<file path="src/rtl/pipe_pkg.sv">
// Shared pipeline definitions: the per-stage destination tag, the bubble
// value loaded on stalls/flushes, and the architectural zero register index.
package pipe_pkg;

    typedef struct packed {
        logic       valid;
        logic [4:0] rd;
        logic       regwr;
        logic       memrd;
    } stage_tag_t;

    localparam stage_tag_t BUBBLE = '0;
    localparam logic [4:0] XZR    = 5'd31;

endpackage : pipe_pkg

</file>
<file path="src/rtl/hazard_tracker_dest_stage.sv">
// One pipeline slot holding a destination tag. Squash replaces the incoming
// tag with a bubble; reset clears the slot immediately.
module dest_stage
    import pipe_pkg::*;
(
    input  logic       clk,
    input  logic       reset_n,
    input  logic       load,
    input  logic       squash,
    input  stage_tag_t d,
    output stage_tag_t q
);

    // Tag register: async clear, otherwise capture (or squash) on load.
    // NOTE: state uses non-blocking (<=) so all stages shift off the same
    // pre-edge values; blocking here would collapse the pipeline in one edge.
    always_ff @(posedge clk or negedge reset_n) begin
        if (!reset_n) begin
            q <= BUBBLE;
        end else if (load) begin
            q <= squash ? BUBBLE : d;
        end
    end

endmodule : dest_stage

</file>
<file path="src/rtl/hazard_tracker.sv">
// Tracks the destination register of the instructions in EX, MEM and WB,
// detects load-use hazards against the decode stage, and counts stall cycles.
module hazard_tracker
    import pipe_pkg::*;
#(
    parameter logic [4:0] XZR   = pipe_pkg::XZR,
    parameter int         CNT_W = 16
) (
    input  logic             clk,
    input  logic             reset_n,
    input  logic             id_valid,
    input  logic [4:0]       id_rd,
    input  logic             id_regwr,
    input  logic             id_memrd,
    input  logic [4:0]       id_rn,
    input  logic [4:0]       id_rm,
    input  logic             id_use_rn,
    input  logic             id_use_rm,
    input  logic             flush,
    output logic [4:0]       dest_ex,
    output logic [4:0]       dest_mem,
    output logic [4:0]       dest_wb,
    output logic             regwr_ex,
    output logic             regwr_mem,
    output logic             regwr_wb,
    output logic             stall,
    output logic [CNT_W-1:0] stall_cnt
);

    stage_tag_t dec_tag;
    stage_tag_t ex_tag;
    stage_tag_t mem_tag;
    stage_tag_t wb_tag;
    logic       rn_hit;
    logic       rm_hit;
    logic       wb_memrd_unused;

    // Build the decode tag; writes to the zero register are never tracked.
    // NOTE: every always_comb output gets a default first so no path leaves
    // a field unassigned and infers a latch.
    always_comb begin
        dec_tag       = BUBBLE;
        dec_tag.valid = id_valid;
        dec_tag.rd    = id_rd;
        dec_tag.regwr = id_valid & id_regwr & (id_rd != XZR);
        dec_tag.memrd = id_valid & id_memrd;
    end

    // Load-use hazard: a load in EX produces a source the decode stage reads.
    always_comb begin
        rn_hit = id_use_rn & (id_rn == ex_tag.rd) & (id_rn != XZR);
        rm_hit = id_use_rm & (id_rm == ex_tag.rd) & (id_rm != XZR);
        stall  = ex_tag.valid & ex_tag.memrd & ex_tag.regwr & id_valid & (rn_hit | rm_hit);
    end

    // EX takes a bubble on stall or flush; MEM takes a bubble on flush
    // because the EX instruction is on the wrong path.
    dest_stage u_ex (
        .clk     (clk),
        .reset_n (reset_n),
        .load    (1'b1),
        .squash  (stall | flush),
        .d       (dec_tag),
        .q       (ex_tag)
    );

    dest_stage u_mem (
        .clk     (clk),
        .reset_n (reset_n),
        .load    (1'b1),
        .squash  (flush),
        .d       (ex_tag),
        .q       (mem_tag)
    );

    dest_stage u_wb (
        .clk     (clk),
        .reset_n (reset_n),
        .load    (1'b1),
        .squash  (1'b0),
        .d       (mem_tag),
        .q       (wb_tag)
    );

    // The load flag has no consumer once the instruction reaches WB.
    assign wb_memrd_unused = wb_tag.memrd;

    // Stage outputs straight from the tag registers, zeroed for empty slots.
    always_comb begin
        dest_ex   = ex_tag.valid  ? ex_tag.rd  : 5'd0;
        dest_mem  = mem_tag.valid ? mem_tag.rd : 5'd0;
        dest_wb   = wb_tag.valid  ? wb_tag.rd  : 5'd0;
        regwr_ex  = ex_tag.valid  & ex_tag.regwr;
        regwr_mem = mem_tag.valid & mem_tag.regwr;
        regwr_wb  = wb_tag.valid  & wb_tag.regwr;
    end

    // Saturating stall counter; a flush overrides the stall, so no count.
    always_ff @(posedge clk or negedge reset_n) begin
        if (!reset_n) begin
            stall_cnt <= '0;
        end else if (stall && !flush && (stall_cnt != '1)) begin
            stall_cnt <= stall_cnt + CNT_W'(1);
        end
    end

endmodule : hazard_tracker
</file>
<file path="config.mk">
export PLATFORM = sky130hd
export DESIGN_NAME = hazard_tracker
export DESIGN_NICKNAME = d
export VERILOG_FILES = /design/src/rtl/pipe_pkg.sv /design/src/rtl/hazard_tracker_dest_stage.sv /design/src/rtl/hazard_tracker.sv
export SDC_FILE = /design/constraint.sdc
export NUM_CORES = 1
export LEC_CHECK = 0
export BUFFER_PORTS_ARGS = -buffer_cell sky130_fd_sc_hd__buf_2
export CORE_ASPECT_RATIO = 0.75
export CORE_MARGIN = 5
export CORE_UTILIZATION = 45
export CTS_BUF_LIST = sky130_fd_sc_hd__clkbuf_16
export CTS_CLUSTER_SIZE = 14
export DETAILED_ROUTE_END_ITERATION = 7
export GPL_TIMING_DRIVEN = 0
export MAX_ROUTING_LAYER = met4
export PLACE_DENSITY = 0.79
export SKIP_LAST_GASP = 1
export SLEW_MARGIN = 25
export SYNTH_ARGS = -nofsm -noshare
export SYNTH_HDL_FRONTEND = slang
export SYNTH_SLANG_ARGS = --single-unit
</file>
<file path="constraint.sdc">
create_clock -name clk -period 2 [get_ports clk]
set_clock_uncertainty 0.05 [all_clocks]
set_input_delay 0.3 -clock clk [delete_from_list [all_inputs] [get_ports clk]]
set_output_delay 0.3 -clock clk [all_outputs]
set_load 0.005 [all_outputs]
</file>
==> metrics.log, run 1 <==
INFO  metric result_of_the_run = complete, but fails checks
INFO  metric violations = negative setup slack
INFO  metric ys_seq_area_share = 52.4%
INFO  metric synth_top_area_share = 52.4%
INFO  metric wire_length_of_the_first_global_routing_pass = 6.48 mm
INFO  metric cp_max_fo = 5
INFO  metric remaining_drc_errors = 0
INFO  metric clk_pin_slew_worst_paths = 0.05 ns
INFO  metric grt_use_total = 15.8%
INFO  metric signed_area_change_from_the_synthesized_netlist_to_the_final_layout = 35.3%
INFO  metric max_freq = 480 MHz
INFO  metric post_synth_instance_area = 1820 um2
INFO  metric globalplace.congestion = 0.792
INFO  metric num_rows = 20
INFO  metric power.clock.fraction = 44.3%
INFO  metric postRouteAntennaNets = 0
INFO  metric ys_seq_elements = 38
INFO  metric first_global_vias = 1,360
INFO  metric finalMaxSlewViolations = 0
INFO  metric grt_start_max_net_pins = 39
INFO  metric die_height = 65.0 um
INFO  metric antenna-diode-count = 0
INFO  metric holdBufCountCts = 0
INFO  metric routedWlPerCell = 14.0 um
INFO  metric crit_end_element = output port
INFO  metric critical_path_s_slowest_cell = dfrtp_2
INFO  metric postSynthAreaPerCell = 11.1 um2
INFO  metric dieArea = 5420 um2
INFO  metric ys_async_sr_fraction = 100%
INFO  metric nNetsFinal = 261
INFO  metric drt_first_pass_iters = 4
INFO  metric worst_slew_margin_rel = 46.3%
INFO  metric timing.reg2reg.worst_path_depth = 7
INFO  metric dr.first_iter.drc_count = 59
INFO  metric number_of_cts_inserted_buffers = 5
INFO  metric crit_path_start_kind = flip-flop
INFO  metric yosysWarnings = 0
INFO  metric synth_area_leader_cell = dfrtp_1
INFO  metric dieWidth = 83.3 um
INFO  metric rsz0062_at_grt = true
INFO  metric power.ir.vdd_worst = 0.390 mV
INFO  metric ys.flop_type = dfrtp_1
INFO  metric power.density = 678 nW/um2
INFO  metric multi_input_comb_area = 913 um2
INFO  metric n_fill_cell = 347
INFO  metric timing.max_cap.violations = 0
INFO  metric antenna_found_initial = 0
INFO  metric critPathMaxStageDelay = 0.44 ns
INFO  metric syn_nets = 188
INFO  metric reg2reg_setup_slack = -0.06 ns
INFO  metric routed-via-count = 1,436
INFO  metric io_pins = 58
INFO  metric clock_latency = 0.28 ns
INFO  metric port-buffer-count = 57
INFO  metric area_occupied_by_registers = 958 um2
INFO  metric cts_tree = done
INFO  metric wl = 4.10 mm
INFO  metric fin_total_pwr = 1.66 mW
INFO  metric h_tree_levels = 2
INFO  metric overflow = 0
INFO  metric timing.rr.start = u_ex.q[2]
INFO  metric static-leakage-power = 1.27 nW
INFO  metric worst_slew_pin_slew = 0.806 ns
INFO  metric synth_top_cells_by_area = dfrtp_1 (52%), and2_1 (8.6%), xnor2_1 (6.3%)
INFO  metric critical_path.startpoint = u_ex.q[2]
INFO  metric required_time_of_the_critical_path = 1.65 ns
INFO  metric drive_gt1_share = 41.2%
INFO  metric synth_cells = 164
INFO  metric fin_crit = 2.08 ns
INFO  metric via_per_inst = 4.90
INFO  metric area_of_the_core = 3980 um2
INFO  metric ctsRootBufferMaster = clkbuf_16
INFO  metric clock_sinks = 38
INFO  metric power_report.internal_total = 1.30 mW
INFO  metric hpwlAfterDp = 2.87 mm
INFO  metric fin_util = 61.7%
INFO  metric place_area = 2170 um2
INFO  metric final_cycle_share = 104%
INFO  metric initial_utilization = 45.6%
INFO  metric worst_r2r_endpoint = stall_cnt[12]
INFO  metric final.setup.worst_slack = -0.0826 ns
INFO  metric arrival_time_at_the_worst_endpoint = 1.73 ns
INFO  metric yosys-top-cells-count = dfrtp_1 (38), and2_1 (25), nand2_1 (14)
INFO  metric timing_hold_violations_final = 0
INFO  metric critPathCapture = stall
INFO  metric ys_types = 32
INFO  metric timing_worst_setup_path_type = flip-flop to output port
INFO  metric p_switching = 0.364 mW
INFO  metric finalInstanceArea = 2460 um2
INFO  metric seq_power_share = 48.3%
INFO  metric yosys.cell_count.top_type = dfrtp_1
INFO  metric count_of_flip_flops_with_a_built_in_enable_after_synthesis = 0
INFO  metric p_sw_share = 21.9%
INFO  metric min_path_type = input pin to asynchronous set/reset pin
INFO  metric setup_violations = 2
INFO  metric clk_path_buf_depth = 2
INFO  metric combinationalPowerShare = 7.4%
INFO  metric path_cells = xnor2_2 -> nand4_1 -> nor4_4 -> or2_4 -> buf_6
==> metal layers <==
metal,vias to the layer above,part of all wire (%),GRT usage [%]
li1,709,-,-
met1,678,46,19.7
met2,40,47,23.9
met3,9,5.4,5.21
met4,0,2.1,6.73
met5,-,0,-
==> state kept, by name, summed over array words and instances (netlist names) <==
name and flops:
stall_cnt 16, u_wb.q 7, u_mem.q 7, u_ex.q 8
==> worst max-delay path: cells and delay by family, from the launching register on <==
kind,cells,cell delay (ns)
simple gates,3,0.77
xor+xnor,1,0.16
buf+inv,1,0.08
flops,1,0.44
==> layout by cell type, fill, tap and decap left out, drive strengths merged, types with 6 or more instances in the layout <==
cell | Yosys | layout
buf | 0 | 66
dfrtp | 38 | 38
and2 | 25 | 25
nand2 | 14 | 14
xnor2 | 13 | 13
nand4 | 9 | 9
nand3 | 9 | 9
nor2b | 8 | 8
xor2 | 7 | 7
nor2 | 7 | 7
nand2b | 6 | 6
clkbuf | 1 | 6
==> per-stage QoR <==
stage | cells | hold WS [ns] | setup TNS [ns] | worst slack [ns]
global route | 293 | 0.142 | -0.552 | -0.166
global placement | 276 | 0.303 | 0 | 0.00833
CTS | 289 | 0.0860 | -0.0529 | -0.0353
floorplan | 164 | -0.0456 | 0 | 0.139
detailed placement | 276 | 0.303 | -0.0124 | -0.0124
finish | 293 | 0.0625 | -0.139 | -0.0826
==> cell type report <==
type,instances,area share [%]
clock inverters,3,0.662
repair buffers,66,14.9
multi-input cells,124,37.2
clock buffers,5,5.09
flip-flops and latches,38,39.0
plain buffers,1,0.153
well taps,55,2.80
inverters,1,0.153
==> cells by family (layout without fill, tap and decap cells) <==
logic type      after synthesis  in the layout  synth area share (%)
compound gates                6              6                  3.72
simple gates                 95             95                  31.7
buf+inv                       2             76                 0.413
mux                           2              2                  1.45
flops                        38             38                  52.4
xor+xnor                     20             20                  9.65
fa+ha+maj                     1              1                 0.689
==> worst min-delay path by stage <==
stage / start / cells after the start / end / slack, ns
finish: reset_n / 1 / stall_cnt[8] / 0.06
global placement: u_mem.q[6] / 0 / u_wb.q[6] / 0.30
detailed placement: u_mem.q[4] / 0 / u_wb.q[4] / 0.30
global route: reset_n / 1 / stall_cnt[5] / 0.14
floorplan: reset_n / 0 / stall_cnt[0] / -0.05
CTS: reset_n / 1 / stall_cnt[5] / 0.09
==> what timing repair did <==
| item | 4_1_cts | 5_1_grt |
|---|---|---|
| setup endpoints to repair | 5 | 9 |
| buffers inserted | 5 | 4 |
| pin swaps | 6 | 9 |
| gates resized for setup | 9 | 10 |
==> power by group through the flow <==
stage,Clock [mW],Sequential (mW),Combinational [mW]
6_report,0.738,0.803,0.123
5_1_grt,0.803,0.805,0.137
4_1_cts,0.757,0.803,0.110
3_5_place_dp,0,0.817,0.0976
3_3_place_gp,0,0.816,0.0958
2_1_floorplan,0,0.811,0.0462
Note: power is estimated with default switching activity, not from simulation.
==> inputs of run 2 (changes only) <==
--- a/config.mk
+++ b/config.mk
@@ -15,6 +15,7 @@
 export GPL_TIMING_DRIVEN = 0
 export MAX_ROUTING_LAYER = met4
 export PLACE_DENSITY = 0.79
+export REMOVE_ABC_BUFFERS = 1
 export SKIP_LAST_GASP = 1
 export SLEW_MARGIN = 25
 export SYNTH_ARGS = -nofsm -noshare
==> run 2 against run 1 <==
  * The run still ends with negative setup slack left
  * Register-to-register slack better by 0.09 ns
  * Highest routed layer unchanged
  * Critical path type unchanged
  * Largest power group unchanged
  * Core utilization down 0.72 points
  * Critical path depth unchanged
  * Cell area down 1.2%
  * Cell count down 1.4%
  * Setup slack better by 0.079 ns
  * Count of clock-buffer cells in the layout unchanged
  * Total power down 0.65%
  * Sequential share of layout area up 0.36 points
  * Die area unchanged
==> metrics.log, run 2 (synthesis gave the netlist of run 1 again) <==
INFO  metric finalMaxSlewViolations = 0 (unchanged)
INFO  metric clock_sinks = 38 (unchanged)
INFO  metric static-leakage-power = 1.25 nW (-1.2%)
INFO  metric timing_hold_violations_final = 0 (unchanged)
INFO  metric port-buffer-count = 57 (unchanged)
INFO  metric num_rows = 20 (unchanged)
INFO  metric worst_slew_margin_rel = 45.0% (-1.2 points)
INFO  metric rsz0062_at_grt = true
INFO  metric regMostFlops = stall_cnt
INFO  metric cp_max_fo = 5 (unchanged)
INFO  metric layout_commonest_cell = buf_2
INFO  metric timing_worst_setup_path_type = flip-flop to output port
INFO  metric ctsRootBufferMaster = clkbuf_16
INFO  metric clk_pin_slew_worst_paths = 0.06 ns (about the same)
INFO  metric finalNonFillerCells = 289 (-1.4%)
INFO  metric drive_gt1_share = 39.7% (-1.4 points)
INFO  metric arrival_time_at_the_worst_endpoint = 1.65 ns (-0.08 ns)
INFO  metric overflow = 0 (unchanged)
INFO  metric violations = negative setup slack
INFO  metric setup_violations = 1 (-1)
INFO  metric area_occupied_by_registers = 956 um2 (-0.26%)
INFO  metric routed-via-count = 1,409 (-1.9%)
INFO  metric worst_r2r_endpoint = stall_cnt[12]
INFO  metric hpwlAfterDp = 3.00 mm (+4.5%)
INFO  metric critPathCapture = stall
INFO  metric area_of_the_core = 3980 um2 (unchanged)
INFO  metric required_time_of_the_critical_path = 1.65 ns (about the same)
INFO  metric grt_use_total = 15.4% (-0.40 points)
INFO  metric postRouteAntennaNets = 0 (unchanged)
INFO  metric dieArea = 5420 um2 (unchanged)
INFO  metric drt_first_pass_iters = 4 (unchanged)
INFO  metric timing.max_cap.violations = 0 (unchanged)
INFO  metric routedWlPerCell = 14.0 um (about the same)
INFO  metric clk_path_buf_depth = 2 (unchanged)
INFO  metric fin_total_pwr = 1.65 mW (-0.65%)
INFO  metric remaining_drc_errors = 0 (unchanged)
INFO  metric timing.reg2reg.worst_path_depth = 6 (-1)
INFO  metric result_of_the_run = complete, but fails checks
INFO  metric signed_area_change_from_the_synthesized_netlist_to_the_final_layout = 33.7%
INFO  metric place_inst = 275 (-0.36%)
INFO  metric final_cycle_share = 100% (-4.0 points)
INFO  metric crit_end_element = output port
INFO  metric timing.rr.start = u_ex.q[5]
INFO  metric reg2reg_setup_slack = 0.03 ns (+0.09 ns)
INFO  metric multi_input_comb_area = 927 um2 (+1.5%)
INFO  metric fin_util = 61.0% (-0.72 points)
INFO  metric power.ir.vdd_worst = 0.453 mV (+16%)
INFO  metric number_of_cts_inserted_buffers = 5 (unchanged)
INFO  metric dr.first_iter.drc_count = 98 (+66%)
INFO  metric holdBufCountCts = 0 (unchanged)
INFO  metric layout_common_cells = buf_2 (57), dfrtp_1 (34), and2_1 (25)
INFO  metric cts_tree = done
INFO  metric first_global_vias = 1,351 (-0.66%)
INFO  metric worst_slew_pin_slew = 0.824 ns (+0.0184 ns)
INFO  metric grt_start_max_net_pins = 39 (unchanged)
INFO  metric h_tree_levels = 2 (unchanged)
INFO  metric critical_path_s_slowest_cell = dfrtp_1
INFO  metric antenna-diode-count = 0 (unchanged)
INFO  metric crit_path_start_kind = flip-flop
INFO  metric flip_flop_count_of_the_largest_register_all_copies_and_words_added = 16 (unchanged)
INFO  metric wl = 4.05 mm (-1.3%)
INFO  metric critical_path.startpoint = u_ex.q[3]
INFO  metric nNetsFinal = 257 (-1.5%)
INFO  metric via_per_inst = 4.88 (-0.52%)
INFO  metric min_path_type = input pin to asynchronous set/reset pin
INFO  metric dieWidth = 83.3 um (unchanged)
INFO  metric fin_crit = 2.00 ns (-0.0794 ns)
INFO  metric path_cells = nand4_1 -> a21boi_2 -> nor4_4 -> or2_2 -> buf_2
INFO  metric antenna_found_initial = 0 (unchanged)
INFO  metric globalplace.congestion = 0.804 (+1.6%)
INFO  metric critPathMaxStageDelay = 0.42 ns (-0.02 ns)
INFO  metric max_freq = 499 MHz (+4.0%)
INFO  metric wire_length_of_the_first_global_routing_pass = 6.37 mm (-1.7%)
INFO  metric final.setup.worst_slack = -0.00313 ns (+0.0794 ns)
INFO  metric io_pins = 58 (unchanged)
INFO  metric die_height = 65.0 um (unchanged)
INFO  metric initial_utilization = 45.6% (unchanged)
INFO  metric largest_registers = stall_cnt (16), u_ex.q (8)
INFO  metric finalInstanceArea = 2430 um2 (-1.2%)
INFO  metric place_area = 2170 um2 (-0.17%)
INFO  metric clock_latency = 0.27 ns (about the same)
INFO  metric power.density = 681 nW/um2 (+0.53%)
INFO  metric n_fill_cell = 334 (-3.7%)
==> run 2: cell types whose count changed in the layout (fill, tap and decap cells not counted), sizes merged <==
cell / before / now
buf: 66 / 63
clkbuf: 6 / 5
==> run 2: repair_timing <==
item	in CTS	in global routing
pin swaps	1	12
buffers inserted	2	4
setup endpoints to repair	3	12
resized for setup	3	12
cloned	0	0
==> run 2: worst min-delay path by stage <==
stage / from / endpoint / cells past startpoint
3_5_place_dp: u_mem.q[3] / u_wb.q[3] / 0
4_1_cts: reset_n / stall_cnt[6] / 1
3_3_place_gp: u_mem.q[6] / u_wb.q[6] / 0
5_1_grt: reset_n / stall_cnt[5] / 1
6_report: reset_n / stall_cnt[5] / 1
2_1_floorplan: reset_n / stall_cnt[0] / 0
==> run 2: final cells by class <==
type / count / share of cell area, %
Clock buffer: 5 / 5.15
Timing Repair Buffer: 63 / 13.6
Sequential cell: 38 / 39.4
Inverter: 1 / 0.155
Clock inverter: 3 / 0.670
Multi-Input combinational cell: 124 / 38.2
Tap cell: 55 / 2.84
==> run 2: per-stage QoR <==
step	setup slack [ns]	hold slack [ns]	TNS, ns
finish	-0.00313	0.0700	-0.00313
global route	-0.0813	0.147	-0.133
CTS	-0.0217	0.0973	-0.0217
detailed placement	-0.00480	0.303	-0.00480
global placement	0.00568	0.301	0
floorplan	0.139	-0.0456	0
==> run 2: critical path: cells and delay by family, from the launching register on <==
kind / cells / cell delay, ns
buffers and inverters: 1 / 0.13
AND/OR/NAND/NOR: 3 / 0.55
AO/OA/AOI/OAI: 1 / 0.28
flip-flops: 1 / 0.42
==> run 2: routing by layer <==
layer	track usage, %	up-vias	routed length, um
li1	-	699	-
met1	18.6	664	1780
met2	24.2	44	1950
met3	4.96	2	299
met4	6.33	0	21
met5	-	-	0
==> run 2: where the power goes <==
| part | switching, mW | internal (mW) | total, mW | leakage (nW) |
|---|---|---|---|---|
| clock network | 0.283 | 0.454 | 0.736 | 0.0672 |
| registers | 0.0153 | 0.788 | 0.803 | 0.506 |
| logic | 0.0628 | 0.0508 | 0.114 | 0.676 |
| total | 0.361 | 1.29 | 1.65 | 1.25 |
==> inputs of run 3 (changes only) <==
--- a/config.mk
+++ b/config.mk
@@ -8,7 +8,7 @@
 export BUFFER_PORTS_ARGS = -buffer_cell sky130_fd_sc_hd__buf_2
 export CORE_ASPECT_RATIO = 0.75
 export CORE_MARGIN = 5
-export CORE_UTILIZATION = 45
+export CORE_UTILIZATION = 47
 export CTS_BUF_LIST = sky130_fd_sc_hd__clkbuf_16
 export CTS_CLUSTER_SIZE = 14
 export DETAILED_ROUTE_END_ITERATION = 7
@@ -20,4 +20,5 @@
 export SLEW_MARGIN = 25
 export SYNTH_ARGS = -nofsm -noshare
 export SYNTH_HDL_FRONTEND = slang
+export SYNTH_HIERARCHICAL = 1
 export SYNTH_SLANG_ARGS = --single-unit
==> run 3 against run 2 <==
  * The flow still finishes with violations (negative setup slack)
  * Critical path depth did not move
  * Via count increased by 31%
  * Clock power shrank 1%
  * Flip-flop and latch count unchanged
  * Synthesized cell count up 30%
  * Maximum frequency decreased by 3.2%
  * Combinational power is 73% higher
  * Hold slack got worse by 0.0019 ns
  * Die area increased by 8.5%
  * Core utilization rose by 9.0 points
  * Setup slack lost 0.066 ns
  * Largest cell class is now multi-input gates
==> metrics.log, run 3 <==
INFO  metric remaining_drc_errors = 0 (unchanged)
INFO  metric fin_crit = 2.07 ns (+0.0661 ns)
INFO  metric final_cycle_share = 103% (+3.3 points)
INFO  metric layout_commonest_cell = buf_2
INFO  metric antenna-diode-count = 0 (unchanged)
INFO  metric drt_first_pass_iters = 4 (unchanged)
INFO  metric finalNonFillerCells = 379 (+31%)
INFO  metric timing_hold_violations_final = 0 (unchanged)
INFO  metric violations = negative setup slack
INFO  metric grt_start_max_net_pins = 39 (unchanged)
INFO  metric finalMaxSlewViolations = 0 (unchanged)
INFO  metric area_of_the_core = 4360 um2 (+9.6%)
INFO  metric power.density = 576 nW/um2 (-16%)
INFO  metric overflow = 0 (unchanged)
INFO  metric postRouteAntennaNets = 0 (unchanged)
INFO  metric dieArea = 5880 um2 (+8.5%)
INFO  metric layout_common_cells = buf_2 (57), dfrtp_1 (32), conb_1 (26)
INFO  metric first_global_vias = 1,848 (+37%)
INFO  metric timing.rr.start = u_ex/q[4]
INFO  metric nNetsFinal = 345 (+34%)
INFO  metric post_synth_instance_area = 2080 um2 (+15%)
INFO  metric worst_slew_margin_rel = 45.0% (-0.070 points)
INFO  metric fin_util = 70.1% (+9.0 points)
INFO  metric final.setup.worst_slack = -0.0692 ns (-0.0661 ns)
INFO  metric worst_slew_pin_slew = 0.825 ns (+0.00105 ns)
INFO  metric critPathCapture = stall
INFO  metric critPathMaxStageDelay = 0.53 ns (+0.11 ns)
INFO  metric timing.max_cap.violations = 0 (unchanged)
INFO  metric signed_area_change_from_the_synthesized_netlist_to_the_final_layout = 46.7%
INFO  metric timing.reg2reg.worst_path_depth = 7 (+1)
INFO  metric critical_path_s_slowest_cell = or4_4
INFO  metric die_height = 67.7 um (+4.1%)
INFO  metric ctsRootBufferMaster = clkbuf_16
INFO  metric num_rows = 21 (+5.0%)
INFO  metric port-buffer-count = 57 (unchanged)
INFO  metric wire_length_of_the_first_global_routing_pass = 8.60 mm (+35%)
INFO  metric cp_max_fo = 5 (unchanged)
INFO  metric worst_r2r_endpoint = stall_cnt[9]
INFO  metric clk_path_buf_depth = 2 (unchanged)
INFO  metric static-leakage-power = 1.58 nW (+26%)
INFO  metric routedWlPerCell = 14.1 um (+0.63%)
INFO  metric critical_path_buf_inv_count = 1 (unchanged)
INFO  metric worstSetupPathDepth = 5 (unchanged)
INFO  metric power.ir.vdd_worst = 0.502 mV (+11%)
INFO  metric max_freq = 483 MHz (-3.2%)
INFO  metric place_ws = -0.315 ns (-0.310 ns)
INFO  metric fin_total_pwr = 1.76 mW (+6.4%)
INFO  metric h_tree_levels = 2 (unchanged)
INFO  metric final.setup.tns = -0.0721 ns (-0.0690 ns)
INFO  metric path_cells = nand4_1 -> a21boi_2 -> or4_4 -> o41ai_2 -> buf_2
INFO  metric flip_flop_count_of_the_largest_register_all_copies_and_words_added = 16 (unchanged)
INFO  metric io_pins = 58 (unchanged)
INFO  metric multi_input_comb_area = 1320 um2 (+42%)
INFO  metric clk_pin_slew_worst_paths = 0.05 ns (about the same)
INFO  metric via_per_inst = 4.88 (+0.17%)
INFO  metric timing_worst_setup_path_type = flip-flop to output port
INFO  metric grt_use_total = 19.5% (+4.0 points)
INFO  metric min_path_type = input pin to asynchronous set/reset pin
INFO  metric arrival_time_at_the_worst_endpoint = 1.72 ns (+0.07 ns)
INFO  metric clock_sinks = 38 (unchanged)
INFO  metric critical_path.startpoint = u_ex/q[4]
INFO  metric cts_tree = done
INFO  metric clock_latency = 0.27 ns (about the same)
INFO  metric required_time_of_the_critical_path = 1.65 ns (about the same)
INFO  metric crit_end_element = output port
INFO  metric area_occupied_by_registers = 958 um2 (+0.26%)
INFO  metric rsz0062_at_grt = true
INFO  metric antenna_found_initial = 0 (unchanged)
INFO  metric place_inst = 347 (+26%)
INFO  metric reg2reg_setup_slack = 0 ns (-0.03 ns)
INFO  metric critPathTopFamily = simple AND/OR/NAND/NOR gates
INFO  metric regMostFlops = stall_cnt
INFO  metric wl = 5.35 mm (+32%)
INFO  metric largest_registers = stall_cnt (16), u_ex/q (8)
INFO  metric result_of_the_run = complete, but fails checks
INFO  metric number_of_cts_inserted_buffers = 5 (unchanged)
INFO  metric dieWidth = 86.9 um (+4.2%)
INFO  metric n_fill_cell = 333 (-0.30%)
INFO  metric synth_cells = 213 (+30%)
INFO  metric holdBufCountCts = 0 (unchanged)
INFO  metric crit_path_start_kind = flip-flop
INFO  metric hpwlAfterDp = 3.26 mm (+8.8%)
INFO  metric dr.first_iter.drc_count = 109 (+11%)
INFO  metric yosysWarnings = 6 (+6)
INFO  metric routed-via-count = 1,851 (+31%)
INFO  metric globalplace.congestion = 0.767 (-4.6%)
INFO  metric setup_violations = 2 (+1)
INFO  metric postSynthAreaPerCell = 9.78 um2 (-12%)
INFO  metric drive_gt1_share = 39.1% (-0.61 points)
INFO  metric initial_utilization = 47.8% (+2.1 points)
-- run 3: worst min-delay path by stage --
stage / end / slack (ns) / depth (start not counted)
after floorplan: stall_cnt[0] / -0.05 / 0
after global placement: stall_cnt[13] / 0.40 / 1
after detailed placement: stall_cnt[14] / 0.40 / 1
after CTS: stall_cnt[14] / 0.10 / 1
after global routing: stall_cnt[14] / 0.16 / 1
final: stall_cnt[14] / 0.07 / 1
-- run 3: layer usage --
metal  part of all wire [%]  global-route usage [%]
met1                     44                    24.2
met2                     48                    31.4
met3                    5.6                    4.39
met4                    2.2                    6.81
met5                      0                       -
-- run 3: power breakdown --
| group | leakage, nW | internal (mW) | switching [mW] |
|---|---|---|---|
| clock network | 0.0724 | 0.450 | 0.280 |
| registers | 0.506 | 0.799 | 0.0327 |
| logic | 0.999 | 0.0930 | 0.105 |
| total | 1.58 | 1.34 | 0.417 |
-- run 3: layout make-up --
cell class | instances | area share (%)
Clock buffer | 5 | 4.10
Clock inverter | 3 | 0.410
Inverter | 23 | 2.83
Multi-Input combinational cell | 172 | 43.1
Sequential cell | 38 | 31.4
Tap cell | 57 | 2.33
Timing Repair Buffer | 81 | 15.9
-- run 3: repair_timing --
item	in CTS	in global routing
setup endpoints to repair	17	19
buffers inserted	20	4
gates resized for setup	25	21
pin swaps	19	19
-- run 3: through the flow --
step / hold slack (ns) / instance area (um2)
floorplan: -0.0456 / 2130
global placement: 0.401 / 2490
detailed placement: 0.397 / 2490
CTS: 0.101 / 2920
global route: 0.157 / 3060
finish: 0.0681 / 3060
-- run 3: worst reg2reg max path, stage by stage, from the launching register on --
cell and delay, ns:
dfrtp_2 0.47, xnor2_2 0.17, nand2_1 0.11, nor4_4 0.37
o21bai_4 0.18, buf_12 0.18, nor3_1 0.25, xor2_1 0.16
